## src/rtl/inventory_scheduler.sv

```systemverilog
// Purpose: sequences a Gen2-style inventory round (Query/QueryRep/ACK/QueryAdjust),
//          opens the RX reply window, classifies slots and adapts Q (4.4 fixed-point Q-algorithm).
// Latency/backpressure: start -> cmd_vld next cycle; cmd_vld holds until cmd_rdy (only stop drops it);
//          tx_done -> rx_en next cycle; reply -> rx_en low next cycle; T2_CYCLES gap before the next cmd_vld.
// Ports: clk/rst (sync, active-high); start/stop control; cmd_vld/cmd_type/cmd_q/cmd_rdy command handshake;
//        tx_done from TX; rx_en window; reply_vld/reply_err/epc_vld from RX; busy/done/slot_cnt/tag_cnt status.
module inventory_scheduler #(
    parameter int Q_INIT     = 4,
    parameter int C_STEP     = 5,
    parameter int RX_TIMEOUT = 400,
    parameter int T2_CYCLES  = 40
) (
    input  logic        clk,
    input  logic        rst,
    input  logic        start,
    input  logic        stop,
    output logic        cmd_vld,
    output logic [1:0]  cmd_type,
    output logic [3:0]  cmd_q,
    input  logic        cmd_rdy,
    input  logic        tx_done,
    output logic        rx_en,
    input  logic        reply_vld,
    input  logic        reply_err,
    input  logic        epc_vld,
    output logic        busy,
    output logic        done,
    output logic [15:0] slot_cnt,
    output logic [15:0] tag_cnt
);

    localparam logic [1:0] CMD_QUERY    = 2'd0;
    localparam logic [1:0] CMD_QUERYREP = 2'd1;
    localparam logic [1:0] CMD_ACK      = 2'd2;
    localparam logic [1:0] CMD_QUERYADJ = 2'd3;

    localparam logic [7:0]  QFP_INIT = 8'(Q_INIT * 16);
    localparam logic [7:0]  QFP_MAX  = 8'd240;
    localparam logic [8:0]  STEP9    = 9'(C_STEP);
    localparam logic [15:0] RX_LOAD  = 16'(RX_TIMEOUT);
    localparam logic [15:0] GAP_LOAD = 16'(T2_CYCLES);

    // The decision step between GAP and ISSUE has no state of its own:
    // it is evaluated on the last GAP cycle so cmd_vld rises right after GAP.
    typedef enum logic [2:0] {
        S_IDLE,
        S_ISSUE,
        S_WAIT_TX,
        S_RX,
        S_GAP
    } state_t;

    state_t      state;
    logic [7:0]  qfp;          // Q in 4.4 fixed point, clamped to 0..240
    logic [15:0] round_slot;   // slots opened in the current round
    logic        seen;         // any reply (single or collision) in this round
    logic        pend_ack;     // single reply captured; next command is ACK
    logic [15:0] rx_cnt;
    logic [15:0] gap_cnt;

    // Q-algorithm arithmetic
    logic [8:0]  qfp_plus_half;
    logic [3:0]  q_next;
    logic [8:0]  qfp_up;
    logic [7:0]  qfp_inc;
    logic [7:0]  qfp_dec;
    logic [15:0] round_len;
    logic        round_end;

    // RX window qualification
    logic rx_vld, rx_err, rx_epc, rx_timeout, rx_close, is_ack;

    always_comb begin
        qfp_plus_half = {1'b0, qfp} + 9'd8;
        q_next        = (qfp_plus_half[8:4] > 5'd15) ? 4'd15 : qfp_plus_half[7:4];
        qfp_up        = {1'b0, qfp} + STEP9;
        qfp_inc       = (qfp_up > {1'b0, QFP_MAX}) ? QFP_MAX : qfp_up[7:0];
        qfp_dec       = ({1'b0, qfp} < STEP9) ? 8'd0 : 8'(({1'b0, qfp} - STEP9));
        round_len     = 16'd1 << cmd_q;
        round_end     = (round_slot == round_len);

        is_ack     = (cmd_type == CMD_ACK);
        rx_vld     = rx_en & reply_vld;
        rx_err     = rx_en & reply_err;
        rx_epc     = rx_en & epc_vld;
        rx_timeout = rx_en & (rx_cnt == 16'd1);
        // epc_vld only terminates the window that follows an ACK
        rx_close   = rx_vld | rx_err | rx_timeout | (is_ack & rx_epc);
    end

    always_ff @(posedge clk) begin
        if (rst) begin
            state      <= S_IDLE;
            cmd_vld    <= 1'b0;
            cmd_type   <= CMD_QUERY;
            cmd_q      <= 4'(Q_INIT);
            rx_en      <= 1'b0;
            busy       <= 1'b0;
            done       <= 1'b0;
            slot_cnt   <= 16'd0;
            tag_cnt    <= 16'd0;
            qfp        <= QFP_INIT;
            round_slot <= 16'd0;
            seen       <= 1'b0;
            pend_ack   <= 1'b0;
            rx_cnt     <= 16'd0;
            gap_cnt    <= 16'd0;
        end else if (stop) begin
            // Abort from any state; counters deliberately kept for readout.
            state    <= S_IDLE;
            cmd_vld  <= 1'b0;
            rx_en    <= 1'b0;
            busy     <= 1'b0;
            done     <= 1'b0;
            pend_ack <= 1'b0;
        end else begin
            done <= 1'b0;
            case (state)
                S_IDLE: begin
                    // busy stays high through the done cycle, so a start
                    // coinciding with done is ignored.
                    busy <= 1'b0;
                    if (start && !busy) begin
                        busy       <= 1'b1;
                        slot_cnt   <= 16'd0;
                        tag_cnt    <= 16'd0;
                        qfp        <= QFP_INIT;
                        cmd_q      <= 4'(Q_INIT);
                        round_slot <= 16'd0;
                        seen       <= 1'b0;
                        pend_ack   <= 1'b0;
                        cmd_type   <= CMD_QUERY;
                        cmd_vld    <= 1'b1;
                        state      <= S_ISSUE;
                    end
                end

                S_ISSUE: begin
                    if (cmd_rdy) begin
                        cmd_vld <= 1'b0;
                        state   <= S_WAIT_TX;
                        if (!is_ack) begin
                            if (slot_cnt != 16'hFFFF) slot_cnt <= slot_cnt + 16'd1;
                            if (cmd_type == CMD_QUERYREP) begin
                                round_slot <= round_slot + 16'd1;
                            end else begin
                                // QUERY/QUERYADJ start a new round with this slot
                                round_slot <= 16'd1;
                                seen       <= 1'b0;
                            end
                        end
                    end
                end

                S_WAIT_TX: begin
                    if (tx_done) begin
                        rx_en  <= 1'b1;
                        rx_cnt <= RX_LOAD;
                        state  <= S_RX;
                    end
                end

                S_RX: begin
                    if (is_ack) begin
                        if (rx_epc && tag_cnt != 16'hFFFF) tag_cnt <= tag_cnt + 16'd1;
                    end else if (rx_err) begin
                        // collision, including err+vld together
                        qfp  <= qfp_inc;
                        seen <= 1'b1;
                    end else if (rx_vld) begin
                        seen     <= 1'b1;
                        pend_ack <= 1'b1;
                    end else if (rx_timeout) begin
                        qfp <= qfp_dec;
                    end

                    if (rx_close) begin
                        rx_en   <= 1'b0;
                        gap_cnt <= GAP_LOAD;
                        state   <= S_GAP;
                    end else begin
                        rx_cnt <= rx_cnt - 16'd1;
                    end
                end

                S_GAP: begin
                    if (gap_cnt <= 16'd1) begin
                        if (pend_ack) begin
                            pend_ack <= 1'b0;
                            cmd_type <= CMD_ACK;
                            cmd_vld  <= 1'b1;
                            state    <= S_ISSUE;
                        end else if (round_end && !seen) begin
                            done  <= 1'b1;
                            state <= S_IDLE;
                        end else begin
                            cmd_vld <= 1'b1;
                            state   <= S_ISSUE;
                            if (round_end) begin
                                cmd_type <= CMD_QUERY;
                                cmd_q    <= q_next;
                            end else if (q_next != cmd_q) begin
                                cmd_type <= CMD_QUERYADJ;
                                cmd_q    <= q_next;
                            end else begin
                                cmd_type <= CMD_QUERYREP;
                            end
                        end
                    end else begin
                        gap_cnt <= gap_cnt - 16'd1;
                    end
                end

                default: state <= S_IDLE;
            endcase
        end
    end

endmodule
```

## config.mk

```make
export PLATFORM = sky130hd
export DESIGN_NAME = inventory_scheduler
export DESIGN_NICKNAME = d
export VERILOG_FILES = /design/src/rtl/inventory_scheduler.sv
export SDC_FILE = /design/constraint.sdc
export NUM_CORES = 1
export LEC_CHECK = 0
export ABC_AREA = 1
export ABC_CLOCK_PERIOD_IN_PS = 3600
export BUFFER_PORTS_ARGS = -buffer_cell sky130_fd_sc_hd__buf_2
export CAP_MARGIN = 20
export CORE_MARGIN = 2
export CORE_UTILIZATION = 45
export CTS_BUF_LIST = sky130_fd_sc_hd__clkbuf_8 sky130_fd_sc_hd__clkbuf_16
export DETAILED_ROUTE_END_ITERATION = 12
export GPL_TIMING_DRIVEN = 0
export PLACE_DENSITY = 0.63
export SLEW_MARGIN = 20
export SYNTH_ARGS = -nofsm -noshare
export SYNTH_HDL_FRONTEND = slang
export SYNTH_SLANG_ARGS = --single-unit
```

## constraint.sdc

```tcl
create_clock -name clk -period 3.6 [get_ports clk]
set_clock_uncertainty 0.2 [all_clocks]
set_input_delay 0.36 -clock clk [delete_from_list [all_inputs] [get_ports clk]]
set_output_delay 0.36 -clock clk [all_outputs]
set_load 0.1 [all_outputs]
```

==> flow_summary.toml, run 1 <==
[power]
seq_power_share = 0.470
power.internal_uw = 1744
cellLeakagePower_uw = 0.003099
pwr-share-comb = 0.139
power_frac_clock = 0.391
p_per_area_nw_per_um2 = 338.2
irDropWorstVdd_v = 0.0002203
power.total_uw = 2486
power_switching_share = 0.2987
p_switching_uw = 742.5

[place]
gp_congestion = 0.9418
io_buffers = 50
dpl-instance-area_sq_um = 7066
hpwl_um = 13500

[yosys]
syn-num-nets = 1073
syn_avg_cell_area_sq_um = 6.260
ys_seq_area_frac = 0.3131
synth_edf_count = 0
synthFlopType = "dfxtp_1"
ys_top_cells_by_count = "nand2_1 (287), nor2_1 (127), dfxtp_1 (103), inv_1 (98), a21oi_1 (94)"
ys.warnings.count = 0
async_reset_ff_frac = 0
ys_types = 39
yosys.area.top_type = "dfxtp_1"
yosysMostFrequentCell = "nand2_1"
yosys-top-cells-area = "dfxtp_1 (31%), nand2_1 (16%), nor2_1 (7.2%)"
syn_area_sq_um = 6585
synth_top_area_share = 0.3131
ys_ff_latch = 103
synthCells = 1052

[flow_run]
cap_violations = 0

[clock_tree]
cts_max_path_buffers = 2
cts_buffers = 9
cts-resized-gates = 0
insertion_delay_ns = 0.36
path_clk_slew_ns = 0.07
clock-sinks = 103
cts_max_level = 3
postCtsSetupRepairBufs = 0
cts_tree = "yes"
root_buffer = "clkbuf_16"
cts_hold_buf = 0

[timing]
whs_ns = 0.1237
rsz0062_at_grt = "no"
fin_crit_ns = 2.879
hold_viol = 0
fmaxAchievable_mhz = 347.3
setup_viol = 0
tightest_slew_ns = 1.027
min_period_over_period = 0.7997
final_max_slew_viol_count = 0
maxSlewHeadroom = 0.3099
finalSetupTns_ns = 0

[critical_path]
worst_ep_arrival_time_ns = 2.93
critPathKind = "register to register"
crit_required_ns = 3.65
worstPathMaxFanout = 8
rr_worst_depth = 11
cp-start-kind = "register"
crit_path_end_kind = "register"

[floorplanning]
dieArea_sq_um = 15620
core-area_sq_um = 14420
ios = 51
die_x_um = 125.0
start_util = 0.4565
die_h_um = 125.0
rows = 44

[route]
wl_per_cell_um = 13.94
drc = 0
finalWirelength_um = 18150
first_pass_iters = 5
vias = 6929
dr.first_iter.drc_count = 568
ant_nets = 0
vias_per_cell = 5.322

[grt]
grt_pass1_wl_um = 30060
use_met1 = 0.3188
grt_start_max_net_pins = 17
grt_overflow = 0
top_usage_layer = "met2"
use_met3 = 0.03680
first_global_vias = 6094
met2_usage = 0.3795
antenna_found_initial = 0
grt_usage = 0.2302

[final_layout]
layout-drive-gt1-share = 0.1011
stdcell_area_sq_um = 7351
num-nets-final = 1134
multi_input_area_sq_um = 3964
num_antenna_cells = 0
regArea_sq_um = 2062
syn_to_final_growth_pct = 11.63
fillers = 1537

[outcome]
outcome = "completed"

[min_path]
hold_depth = 3
hold_path_class = "primary input to register"
[sequential cells by signal, indices dropped and copies added, names as in the netlist]
signal      cells
busy            1
state           3
done            1
pend_ack        1
slot_cnt       16
gap_cnt        16
rx_cnt         16
cmd_vld         1
seen            1
cmd_type        2
cmd_q           4
round_slot     16
rx_en           1
tag_cnt        16
qfp             8
[per-stage QoR]
stage | utilization | setup slack (ns) | instances
final | 0.5096 | 0.7209 | 1302
after global routing | 0.5096 | 0.5322 | 1302
after CTS | 0.5096 | 0.7896 | 1302
after detailed placement | 0.4899 | 0.8471 | 1286
after global placement | 0.4899 | 0.8183 | 1286
after floorplan | - | 0.6495 | 1052
[placed cells by master, fill, tap and decap left out, types with 3 or more instances in the layout]
cell	count
inv_2	6
xor2_1	25
nor4_1	13
nand2_1	287
dfxtp_1	103
buf_2	67
buf_4	3
o21ai_0	34
or2_2	3
nand4_1	34
nor2_1	127
nor3_1	40
ha_1	12
inv_1	99
clkbuf_16	9
nor2_2	7
a21oi_1	94
xnor2_1	16
clkbuf_1	11
nand3_1	86
a221oi_1	4
nand3b_1	6
nor3b_1	3
[cell families after synthesis]
family / count (synthesis) / synth area share
fa+ha+maj: 12 / 0.02280
compound gates: 142 / 0.1148
xor+xnor: 41 / 0.05453
flops: 103 / 0.3131
simple gates: 616 / 0.4098
buf+inv: 138 / 0.08493
[cell type report]
| cell class | instances | area share |
|---|---|---|
| multi-input cells | 811 | 0.5392 |
| flip-flops and latches | 103 | 0.2805 |
| inverters | 105 | 0.05362 |
| clock buffers | 11 | 0.03438 |
| repair buffers | 50 | 0.03404 |
| well taps | 184 | 0.03132 |
| plain buffers | 33 | 0.02247 |
| clock inverters | 5 | 0.004426 |
[routing by layer]
layer	vias to the layer above	part of all wire
li1	3572	-
met1	3176	0.48
met2	160	0.47
met3	21	0.040
met4	0	0.012
met5	-	0
[power by group through the flow]
stage | clock, uW | sequential (uW) | combinational, uW
2_1_floorplan | 0 | 1260 | 191
3_3_place_gp | 0 | 1200 | 342
3_5_place_dp | 0 | 1200 | 343
4_1_cts | 997 | 1170 | 344
5_1_grt | 1040 | 1170 | 378
6_report | 973 | 1170 | 345
[path summary, 6_finish.rpt]
check                                                 start                          end  slack, ns
worst max-delay path                gap_cnt[0]$_SDFFE_PP0P_        cmd_q[1]$_SDFFE_PP0P_       0.72
worst min register to register  round_slot[14]$_SDFFE_PP0P_  round_slot[14]$_SDFFE_PP0P_       0.28
worst min-delay path                                tx_done           rx_en$_SDFFE_PP0P_       0.12
worst max register to register      gap_cnt[0]$_SDFFE_PP0P_        cmd_q[1]$_SDFFE_PP0P_       0.72
[critical path, cell delays in order (launching register included)]
cell and delay (ns):
dfxtp_1 0.33, inv_1 0.09, ha_1 0.27, nand2_1 0.15, a21oi_1 0.23, nand3_1 0.16
nand2_2 0.16, nand2_1 0.09, nor3_1 0.79, nand3_1 0.17, nand2_1 0.10, nor2_1 0.04
(Power assumes the default switching activity.)
==> run 2, diff against run 1 <==
--- a/config.mk
+++ b/config.mk
@@ -6,7 +6,7 @@
 export NUM_CORES = 1
 export LEC_CHECK = 0
 export ABC_AREA = 1
-export ABC_CLOCK_PERIOD_IN_PS = 3600
+export ABC_CLOCK_PERIOD_IN_PS = 2550
 export BUFFER_PORTS_ARGS = -buffer_cell sky130_fd_sc_hd__buf_2
 export CAP_MARGIN = 20
 export CORE_MARGIN = 2
@@ -14,7 +14,7 @@
 export CTS_BUF_LIST = sky130_fd_sc_hd__clkbuf_8 sky130_fd_sc_hd__clkbuf_16
 export DETAILED_ROUTE_END_ITERATION = 12
 export GPL_TIMING_DRIVEN = 0
-export PLACE_DENSITY = 0.63
+export PLACE_DENSITY = 0.65
 export SLEW_MARGIN = 20
 export SYNTH_ARGS = -nofsm -noshare
 export SYNTH_HDL_FRONTEND = slang
==> constraint.sdc (replaced) <==
create_clock -name clk -period 2.55 [get_ports clk]
set_clock_uncertainty 0.2 [all_clocks]
set_input_delay 0.255 -clock clk [delete_from_list [all_inputs] [get_ports clk]]
set_output_delay 0.255 -clock clk [all_outputs]
set_load 0.1 [all_outputs]
==> flow_summary.toml, run 2 (synthesized netlist as in run 1, its figures left out) <==
[grt]
grt_overflow = 0
grt_usage = 0.2267
first_global_vias = 6000
grt_start_max_net_pins = 16
antenna_found_initial = 0
grt_pass1_wl_um = 29480

[power]
cellLeakagePower_uw = 0.003161
p_per_area_nw_per_um2 = 463.2
irDropWorstVdd_v = 0.0004038

[timing]
setup_viol = 0
final_max_slew_viol_count = 0
fmaxAchievable_mhz = 404.4
finalSetupTns_ns = 0
rsz0062_at_grt = "yes"
fin_crit_ns = 2.473
layout_setup_ws_ns = 0.07727
tightest_slew_ns = 0.6281
maxSlewHeadroom = 0.5813
hold_viol = 0
min_period_over_period = 0.9697

[critical_path]
crit_required_ns = 2.63
critPathKind = "register to register"
crit_path_end_kind = "register"
cp-start-kind = "register"
slowest_delay_ns = 0.33
worst_ep_arrival_time_ns = 2.56
crit_top_cell = "nand2_1"
critPathSlowestCell = "dfxtp_1"
path_cells = "inv_1 -> nand2_1 -> nor2_4 -> o21ai_2 -> nand2_1 -> inv_2 -> nand3_1 -> clkbuf_4 -> nand2_1 -> inv_1 -> clkbuf_4 -> nand2_1 -> nor2_1"
worstPathMaxFanout = 10

[place]
io_buffers = 50
hpwl_um = 13320
gp_congestion = 0.9211
place_ws_ns = -0.1649
dpl-instance-area_sq_um = 7088

[final_layout]
layout-drive-gt1-share = 0.1337
num_antenna_cells = 0
syn_to_final_growth_pct = 13.81
final_cell_mix = "nand2_1 (287), nor2_1 (124), inv_1 (99)"
stdcell_area_sq_um = 7495
final_common_cell = "nand2_1"
fillers = 1499
num-nets-final = 1139

[clock_tree]
cts_buffers = 9
insertion_delay_ns = 0.35
path_clk_slew_ns = 0.07
cts_max_level = 3
clock-sinks = 103
cts_max_path_buffers = 2
root_buffer = "clkbuf_16"
cts_tree = "yes"

[route]
dr.first_iter.drc_count = 477
drc = 0
finalWirelength_um = 17960
first_pass_iters = 5
vias_per_cell = 5.285
wl_per_cell_um = 13.75
ant_nets = 0
vias = 6902

[floorplanning]
die_x_um = 125.0
ios = 51
die_h_um = 125.0
start_util = 0.4565
rows = 44
core-area_sq_um = 14420
dieArea_sq_um = 15620

[flow_run]
cap_violations = 0

[outcome]
outcome = "completed"

[min_path]
hold_path_class = "primary input to register"
==> run 2: changes by cell type in the layout (fill, tap and decap cells not counted), moves of 2 or more <==
cell / before / now
dfxtp_1: 103 / 84
clkbuf_2: 1 / 3
buf_2: 67 / 63
nor3_4: 0 / 2
buf_4: 3 / 8
dfxtp_2: 0 / 19
nor2_1: 127 / 124
nand3_1: 86 / 82
clkbuf_4: 0 / 4
nor2_2: 7 / 9
nand3_2: 0 / 4
clkbuf_1: 11 / 9
==> run 2: final cells by class <==
cell class / count / area [sq um] / area share
tap: 184 / 230.2 / 0.03072
inverter: 105 / 397.9 / 0.05309
sequential: 103 / 2086 / 0.2783
multi-input combinational: 811 / 4040 / 0.5391
buffer: 33 / 177.7 / 0.02371
clock inverter: 4 / 22.52 / 0.003005
timing repair buffer: 55 / 287.8 / 0.03840
clock buffer: 11 / 252.7 / 0.03372
==> run 2: metal layers <==
| layer | share of wire | GRT usage | up-vias | wire [um] |
|---|---|---|---|---|
| met4 | 0.011 | 0.05490 | 0 | 199 |
| met1 | 0.49 | 0.3125 | 3176 | 8728 |
| li1 | - | - | 3577 | - |
| met5 | 0 | 0 | - | 0 |
| met2 | 0.46 | 0.3683 | 138 | 8326 |
| met3 | 0.039 | 0.04322 | 11 | 702 |
==> run 2: repair_timing <==
action	in CTS	in global routing
endpoints found under the hold margin	0	0
hold buffers	0	0
gates resized for setup	4	22
setup buffers	0	5
pin swaps	0	2
endpoints found under the setup margin	10	68
==> run 2: metrics by stage <==
stage | power [uW] | utilization | hold WS, ns | std cells
6_report | 3471 | 0.5196 | 0.03371 | 1306
3_5_place_dp | 2171 | 0.4914 | 0.2608 | 1286
4_1_cts | 3487 | 0.5112 | 0.01751 | 1301
5_1_grt | 3618 | 0.5196 | 0.03754 | 1306
3_3_place_gp | 2169 | 0.4914 | 0.2615 | 1286
2_1_floorplan | 2054 | - | 0.2294 | 1052
==> run 2: critical path, delay by kind of cell (launching register included) <==
kind,cells,cell delay (ns)
AND/OR/NAND/NOR,7,0.94
buffers and inverters,5,0.81
flip-flops,1,0.33
AO/OA/AOI/OAI,1,0.10
==> run 2: final timing paths <==
kind	start	to	slack [ns]	cells past startpoint
max	state[0]$_SDFFE_PP0P_	slot_cnt[14]$_SDFFE_PP0P_	0.08	13
min	tx_done	rx_en$_SDFFE_PP0P_	0.03	3
max reg2reg	state[0]$_SDFFE_PP0P_	slot_cnt[14]$_SDFFE_PP0P_	0.08	13
min reg2reg	tag_cnt[4]$_SDFFE_PP0P_	tag_cnt[4]$_SDFFE_PP0P_	0.26	2
==> run 2: power by group <==
part	leakage [uW]	internal, uW	switching, uW
logic	0.00218	127	373
registers	0.000840	1630	23.4
clock network	0.000143	706	613
